<file path="src/rtl/alu.sv">
// rtl/alu.sv - 64-bit LEGv8 combinational ALU with registered NZCV flag capture
module alu #(
    parameter int WORD = 64
) (
    input  logic            clk,
    input  logic            rst_n,
    input  logic [WORD-1:0] a,
    input  logic [WORD-1:0] b,
    input  logic [3:0]      alu_control,
    input  logic            set_flags,
    output logic [WORD-1:0] result,
    output logic            zero,
    output logic            negative,
    output logic            carry,
    output logic            overflow,
    output logic [3:0]      nzcv_q
);

    localparam int SHW = $clog2(WORD);

    typedef enum logic [3:0] {
        OP_AND  = 4'b0000,
        OP_ORR  = 4'b0001,
        OP_ADD  = 4'b0010,
        OP_EOR  = 4'b0011,
        OP_LSL  = 4'b0100,
        OP_LSR  = 4'b0101,
        OP_SUB  = 4'b0110,
        OP_PASS = 4'b0111,
        OP_NOR  = 4'b1100
    } op_t;

    logic            is_sub;
    logic [WORD-1:0] b_op;
    logic [WORD:0]   sum;
    logic [SHW-1:0]  shamt;

    // One shared adder serves ADD and SUB; SUB is a + ~b + 1.
    assign is_sub = (alu_control == OP_SUB);
    assign b_op   = is_sub ? ~b : b;
    assign sum    = {1'b0, a} + {1'b0, b_op} + {{WORD{1'b0}}, is_sub};
    assign shamt  = b[SHW-1:0];

    always_comb begin
        result   = '0;
        carry    = 1'b0;
        overflow = 1'b0;
        case (alu_control)
            OP_AND:  result = a & b;
            OP_ORR:  result = a | b;
            OP_EOR:  result = a ^ b;
            OP_LSL:  result = a << shamt;
            OP_LSR:  result = a >> shamt;
            OP_PASS: result = b;
            OP_NOR:  result = ~(a | b);
            OP_ADD, OP_SUB: begin
                result   = sum[WORD-1:0];
                carry    = sum[WORD];
                // b_op already carries the inverted sign for SUB, so one rule covers both.
                overflow = (a[WORD-1] == b_op[WORD-1]) && (sum[WORD-1] != a[WORD-1]);
            end
            default: result = '0;
        endcase
    end

    assign zero     = (result == '0);
    assign negative = result[WORD-1];

    always_ff @(posedge clk) begin
        if (!rst_n) begin
            nzcv_q <= 4'b0000;
        end else if (set_flags) begin
            nzcv_q <= {negative, zero, carry, overflow};
        end
    end

endmodule

</file>
<file path="config.mk">
export PLATFORM = sky130hd
export DESIGN_NAME = alu
export DESIGN_NICKNAME = d
export VERILOG_FILES = /design/src/rtl/alu.sv
export SDC_FILE = /design/constraint.sdc
export NUM_CORES = 1
export LEC_CHECK = 0
export ABC_AREA = 1
export CAP_MARGIN = 20
export CELL_PAD_IN_SITES_DETAIL_PLACEMENT = 0
export CELL_PAD_IN_SITES_GLOBAL_PLACEMENT = 1
export CORE_ASPECT_RATIO = 2
export CORE_MARGIN = 2
export CORE_UTILIZATION = 40
export CTS_CLUSTER_SIZE = 20
export DETAILED_ROUTE_END_ITERATION = 8
export GPL_TIMING_DRIVEN = 1
export PLACE_DENSITY_LB_ADDON = 0.1
export SYNTH_ARGS = -nofsm -noshare
export SYNTH_HDL_FRONTEND = slang
export SYNTH_SLANG_ARGS = --single-unit
</file>
<file path="constraint.sdc">
create_clock -name clk -period 7.5 [get_ports clk]
set_input_delay 1.5 -clock clk [delete_from_list [all_inputs] [get_ports clk]]
set_output_delay 1.5 -clock clk [all_outputs]
set_load 0.03 [all_outputs]
</file>
# [After elaboration in Yosys (flattened, before gate mapping)]
# Index checks and enable logic that the tools add are counted.
[word_totals] out_inout_bits=72 inputBits=135 wordCells=28 register_bits=4
[classes] bitwise=5 n_mux=4 addsub=2 eq_ne=10 n_reduce_logical=4 shift=2
[ops] cell="case mux 64 bit (8 select lines)" n=1
[ops] cell="NOT 64 bit" n=2
[ops] cell="adder 64 x 64 -> 65 bit" n=1
[ops] cell="adder 65 x 1 -> 65 bit" n=1
[ops] cell="bitwise AND 64 bit" n=1
[ops] cell="logical NOT 64 bit" n=1
[ops] cell="2-to-1 mux 64 bit" n=1
[ops] cell="OR 64 bit" n=1
[ops] cell="left shift 64 x 6 -> 64 bit" n=1
[ops] cell=">> shifter 64 x 6 -> 64 bit" n=1
[ops] cell="XOR 64 bit" n=1
[ops] cell="equality test 4 x 3 -> 1 bit, second input constant" n=4
[ops] cell="equality test 4 x 2 -> 1 bit, second input constant" n=2
[ops] cell="equality test 4 x 1 -> 1 bit, second input constant" n=1
[ops] cell="equality test 4 bit, second input constant" n=1
[ops] cell="logical NOT 4 bit" n=1
[ops] cell="2-to-1 mux 1 bit" n=2
[ops] cell="OR reduction 2 bit" n=1
[ops] cell="equality test 1 bit" n=1
[ops] cell="logical AND 1 bit" n=1
[ops] cell="!= test 1 bit" n=1

# [Longest topological paths before layout]
[logic_depth] depth_word=7 mapped_depth=27 mapped_depth_nobuf=26

# [Least setup slack after synthesis]
# No wires, ideal clock.
[synth_path] kind="input-to-output" start="input port alu_control[2]" end="output port zero" t_arrival_ns=4.626 slack_ns=1.374 cell_stages=24 path_buffers=1 required_ns=6.000 cell_sequence="inv_1 > nor2_2 > nand2_1 > clkbuf_1 > xor2_1 > ha_1 > nand2_1 > nor2_1 > inv_1 > nor3_1 > nand2_1 > nor2_1 > nand2_1 > nand2_1 > nand2_1 > nand3_1 > nand2_1 > nor2_1 > nand2_1 > nor2_1 > nand3_1 > nor2_1 > nand2_1 > inv_1"
[synth_via] elab_chain_cells=6 word_cells_on_any_way=15 classes_between="add/sub: 2; eq/ne: 8; mux: 2; reduce/logical: 3"
[synth_lines] item="start, declared" line="9" rtl="input logic [3:0] alu_control,"
[synth_lines] item="equality test 4 x 3 -> 1 bit" line="39, 48"
[synth_lines] item="2-to-1 mux 64 bit" line="40" rtl="assign b_op = is_sub ? ~b : b;"
[synth_lines] item="adder 64 x 64 -> 65 bit" line="41" rtl="assign sum = {1'b0, a} + {1'b0, b_op} + {{WORD{1'b0}}, is_sub};"
[synth_lines] item="adder 65 x 1 -> 65 bit" line="41"
[synth_lines] item="case mux 64 bit (8 select lines) *" line="48" rtl="case (alu_control)"
[synth_lines] item="via result[58]" line="11" rtl="output logic [WORD-1:0] result,"
[synth_lines] item="logical NOT 64 bit *" line="66" rtl="assign zero = (result == '0);"
[synth_lines] item="end, declared" line="12" rtl="output logic zero,"
# The timed path passes the listed nets; every way through them passes the cells marked *.

# [Worst setup path in the final report]
[layout_path] start="input port alu_control[1]" end="output port zero"
[layout_via] elab_chain_cells=6 word_cells_on_any_way=15 classes_between="add/sub: 2; eq/ne: 8; mux: 2; reduce/logical: 3"
[layout_lines] item="equality test 4 x 3 -> 1 bit" line="39, 48"
[layout_lines] item="2-to-1 mux 64 bit" line="40"
[layout_lines] item="adder 64 x 64 -> 65 bit" line="41"
[layout_lines] item="adder 65 x 1 -> 65 bit" line="41"
[layout_lines] item="case mux 64 bit (8 select lines) *" line="48"
[layout_lines] item="logical NOT 64 bit *" line="66"
# Mark *: on every way between the ends. The rest lies on a longest branch, timed or not.

==> summary by stage <==
Yosys
The share of flip-flops with an asynchronous set or reset after synthesis is 0. The top flip-flop cell by instance count after synthesis is sky130_fd_sc_hd__dfxtp_1. By area the synthesized netlist is led by sky130_fd_sc_hd__nand2_1 (24%), sky130_fd_sc_hd__nand3_1 (23%), sky130_fd_sc_hd__ha_1 (14%).

The largest total area in the synthesized netlist belongs to sky130_fd_sc_hd__nand2_1. The synthesized design contains 4 register bits. The library cell with the highest instance count after synthesis is sky130_fd_sc_hd__nand2_1. The share of synthesized area occupied by flip-flops and latches is 0.004214. The total of warnings raised by yosys is 0. After synthesis the cells add up to around 0.019 mm^2. In this run the mean area of a mapped cell was between 4 and 5 um^2. The synthesized netlist contains 43 unique library cells. Yosys mapped a number of flops with a built-in enable equal to 0. The post-synth net total is 4195. The share of synthesized area in the top cell type comes to 0.2398. By count the netlist is led by sky130_fd_sc_hd__nand2_1 (1214), sky130_fd_sc_hd__nand3_1 (888), sky130_fd_sc_hd__inv_1 (448). The instance count of the mapped netlist is 3852.

Timing
The post-route worst setup slack is 0.2086 ns. The tightest hold path in the finished design has a slack of 0.4853 ns. The worst-case clock skew is 0 ns. The final count of pins violating max slew is 0. The final-report hold violation count is 0. Derived from the worst setup path, the maximum achievable clock frequency is 0.1371 GHz. For the final routed database, the setup TNS stands at 0 ns. The minimum clock period is 7.291 ns. Setup violations remaining at the end of the flow were counted as 0. Dividing the final minimum period by the clock period gives 0.9722. The tightest slew margin relative to the limit is 0.1133.

For the pin with the worst max-slew slack, the measured transition is roughly 1.3 ns. Setup repair after global routing left no endpoint under its margin.

Pwr
The power per cell area is approximately 93 mW/mm^2. IR analysis of the VDD net gives a maximum drop of between 0.09 and 0.1 mV. The design draws 2.074 mW.

The analysis attributes to cell leakage a power of 11.88 nW.

Critical path
The data required time of the critical path is 6.00 ns. The largest individual stage delay along the critical path comes from the cell sky130_fd_sc_hd__clkdlybuf4s50_1. STA classifies the critical path endpoint as an output pin. Grouping stages by cell kind, the critical path spends the most delay in simple AND/OR/NAND/NOR gates. The arrival time at the worst endpoint is roughly 5.8 ns. The category of the most critical setup path is primary input to output pin. Walking the worst path, the cells encountered are clkdlybuf4s50_1 > inv_1 > nor2_2 > nand2_4 > buf_12 > xor2_1 > ha_1 > nand2_1 > nor2_1 > nand2_1 > nor2_1 > nand2_1 > nand2_1 > nand2_1 > nand3_1 > nand3_1 > nor2_1 > nand3_1 > nor2_1 > nand4_1 > nor2_1 > nand2_1 > inv_1 > buf_4.

The kind of launch point of the worst setup path is a primary input. The cell occurring most often along the worst timing path is sky130_fd_sc_hd__nand2_1. The largest stage delay on the critical path is 0.50 ns. The largest fanout on the critical path is 16.

The critical path contains buffers and inverters numbering 5 combined.

Detailed routing
The DRC marker count from the first detailed-route iteration is 4301. The remaining design rule violation count is 0. The overall via count from detail_route is 28.26k. The routed length per instance is 27.55 um. For this block, the routed nets add up to approximately 130 mm of wire. The final antenna-violating net count is 0. The number of vias per cell after detailed routing is 6.076. Before antenna repair, the detailed router went through 8 iterations.

Clock network
The clock passes through at most 2 buffers. Clock tree synthesis selected as its root buffer the cell sky130_fd_sc_hd__clkbuf_16. The TritonCTS buffer count is 3.

The total number of H-tree levels is 1. Hold repair after CTS inserted 0 buffers. The number of post-CTS setup repair buffers is 0. The TritonCTS clock tree is built. The clock latency of the later-clocked register in the worst-skew pair is 0.22 ns. The register clock-pin slew on the reported worst setup and hold paths is around 0.03 ns. The clock net in this run drives a total of 4 sinks.

Cells and area
nzcv_q holds more flip-flops than any other register. The largest registers in the layout are nzcv_q: 4 flops. Counting the fill cells in the layout gives roughly 5.6k. Measured on the finished design, the core utilization comes to 0.4724.

From synthesis to final layout, the design area changed by 17.37%. For this run, the number of standard cells in the final layout without fillers is 4651. The net count of the finished layout is 4359.

The area of all sequential standard cells is ~80 um^2. The multi-input combinational cells in the finished layout cover a total of 0.01645 mm^2. The finished cells cover 0.02231 mm^2. The fraction of final layout cells with drive strength greater than 1 is 0.04883. The register with the most flip-flops in the layout has 4 of them.

Die
During I/O placement, the number of pins put on the boundary was ~210. The die is 312.3 um tall. The floorplan step set the die width to 158.1 um. The site row count is 113. The core area is 0.04722 mm^2. The starting density of the core is 0.4024.

The die covers 0.04938 mm^2.

Flow run
The max-capacitance violation count is 0.

GRT
Global routing finished with a remaining overflow of 0. The initial antenna violation count is 5. The pin count of the biggest net entering global routing is 131. The via count of the first global-routing pass is 25.82k. Across every metal layer, demand over resource in global routing totals 0.5077. The wire length of the first global-routing pass is 179.3 mm.

Placed design
The wire-length estimate of the detail-placed layout is 102.1 mm. Routability-driven placement finished with a final weighted congestion of 1.113. Input and output buffers added on the ports amount to 206. At the placement stage, the worst setup path has a slack of 0.1020 ns. The placement-stage cell area is 0.02218 mm^2. The number of placed instances with taps included is 4643.

Min path
The min-delay analysis places its worst path in the category flop to flop.

Outcome
The flow ran to the end, and the final reports show no timing, DRC or antenna violations.
cells in the final DEF, fill, tap and decap left out, types with 5 or more instances in the layout:
master,count
sky130_fd_sc_hd__a21oi_1,136
sky130_fd_sc_hd__o22ai_1,15
sky130_fd_sc_hd__nand2_1,1212
sky130_fd_sc_hd__o21bai_1,11
sky130_fd_sc_hd__a211oi_1,19
sky130_fd_sc_hd__a221oi_1,5
sky130_fd_sc_hd__nand3b_1,26
sky130_fd_sc_hd__ha_1,207
sky130_fd_sc_hd__diode_2,5
sky130_fd_sc_hd__nand4_1,57
sky130_fd_sc_hd__nor2_2,6
sky130_fd_sc_hd__nand3_1,886
sky130_fd_sc_hd__o21ai_1,17
sky130_fd_sc_hd__or2_2,5
sky130_fd_sc_hd__o221ai_1,5
sky130_fd_sc_hd__nand2_2,18
sky130_fd_sc_hd__nor2_1,299
sky130_fd_sc_hd__o21ai_0,118
sky130_fd_sc_hd__o211ai_1,15
sky130_fd_sc_hd__nor3b_1,5
sky130_fd_sc_hd__clkdlybuf4s50_1,196
sky130_fd_sc_hd__o2111ai_1,8
sky130_fd_sc_hd__buf_4,138
sky130_fd_sc_hd__buf_12,6
sky130_fd_sc_hd__inv_1,446
sky130_fd_sc_hd__nor3_1,29
sky130_fd_sc_hd__a22o_1,5
sky130_fd_sc_hd__and2_1,9
sky130_fd_sc_hd__xor2_1,65
sky130_fd_sc_hd__inv_2,7
power breakdown:
group,switching (mW),internal [mW],leakage (nW)
sequential,0.000659,0.0227,0.0330
combinational,1.37,0.600,11.8
clock,0.0149,0.0681,0.0370
tightest hold or removal path: stages, from the launching register on:
cell                       delay [ns]
sky130_fd_sc_hd__dfxtp_1         0.32
sky130_fd_sc_hd__o211ai_1        0.08
sky130_fd_sc_hd__inv_1           0.05
metal layers:
layer / routed length [um] / vias to the layer above / share of wire / global-route usage
li1: - / 13000 / - / -
met5: 11 / - / 0.000086 / 0
met2: 52750 / 2040 / 0.41 / 0.7507
met3: 12490 / 649 / 0.097 / 0.1123
met1: 43090 / 12570 / 0.34 / 0.5580
met4: 19810 / 2 / 0.15 / 0.5684
worst paths after layout:
path | startpoint | endpoint | slack (ns) | depth (start not counted)
worst max-delay path | alu_control[1] | zero | 0.21 | 24
worst min-delay path | nzcv_q[3] | nzcv_q[3] | 0.49 | 2
worst max register to register | nzcv_q[0] | nzcv_q[0] | 6.85 | 2
worst min register to register | nzcv_q[3] | nzcv_q[3] | 0.49 | 2
kinds of logic (layout without fill, tap and decap cells):
group	after synthesis	after routing	synth area share
adder cells (fa/ha/maj)	208	208	0.1373
AO/OA/AOI/OAI	368	368	0.1102
other	0	5	0
buffers and inverters	644	806	0.1332
flip-flops	4	4	0.004214
AND/OR/NAND/NOR	2563	2563	0.5851
XOR/XNOR	65	65	0.02996
repair_timing:
item	4_1_cts	5_1_grt
setup endpoints to repair	0	9
hold endpoints to repair	0	0
resized for setup	0	12
cell type report:
type,count,share of cell area
tap,632,0.03545
inverter,459,0.07769
multi-input combinational,3204,0.7377
timing repair buffer,344,0.1417
clock buffer,3,0.003365
antenna,5,0.0005609
sequential,4,0.003590
Power figures use the tool's default switching activity.
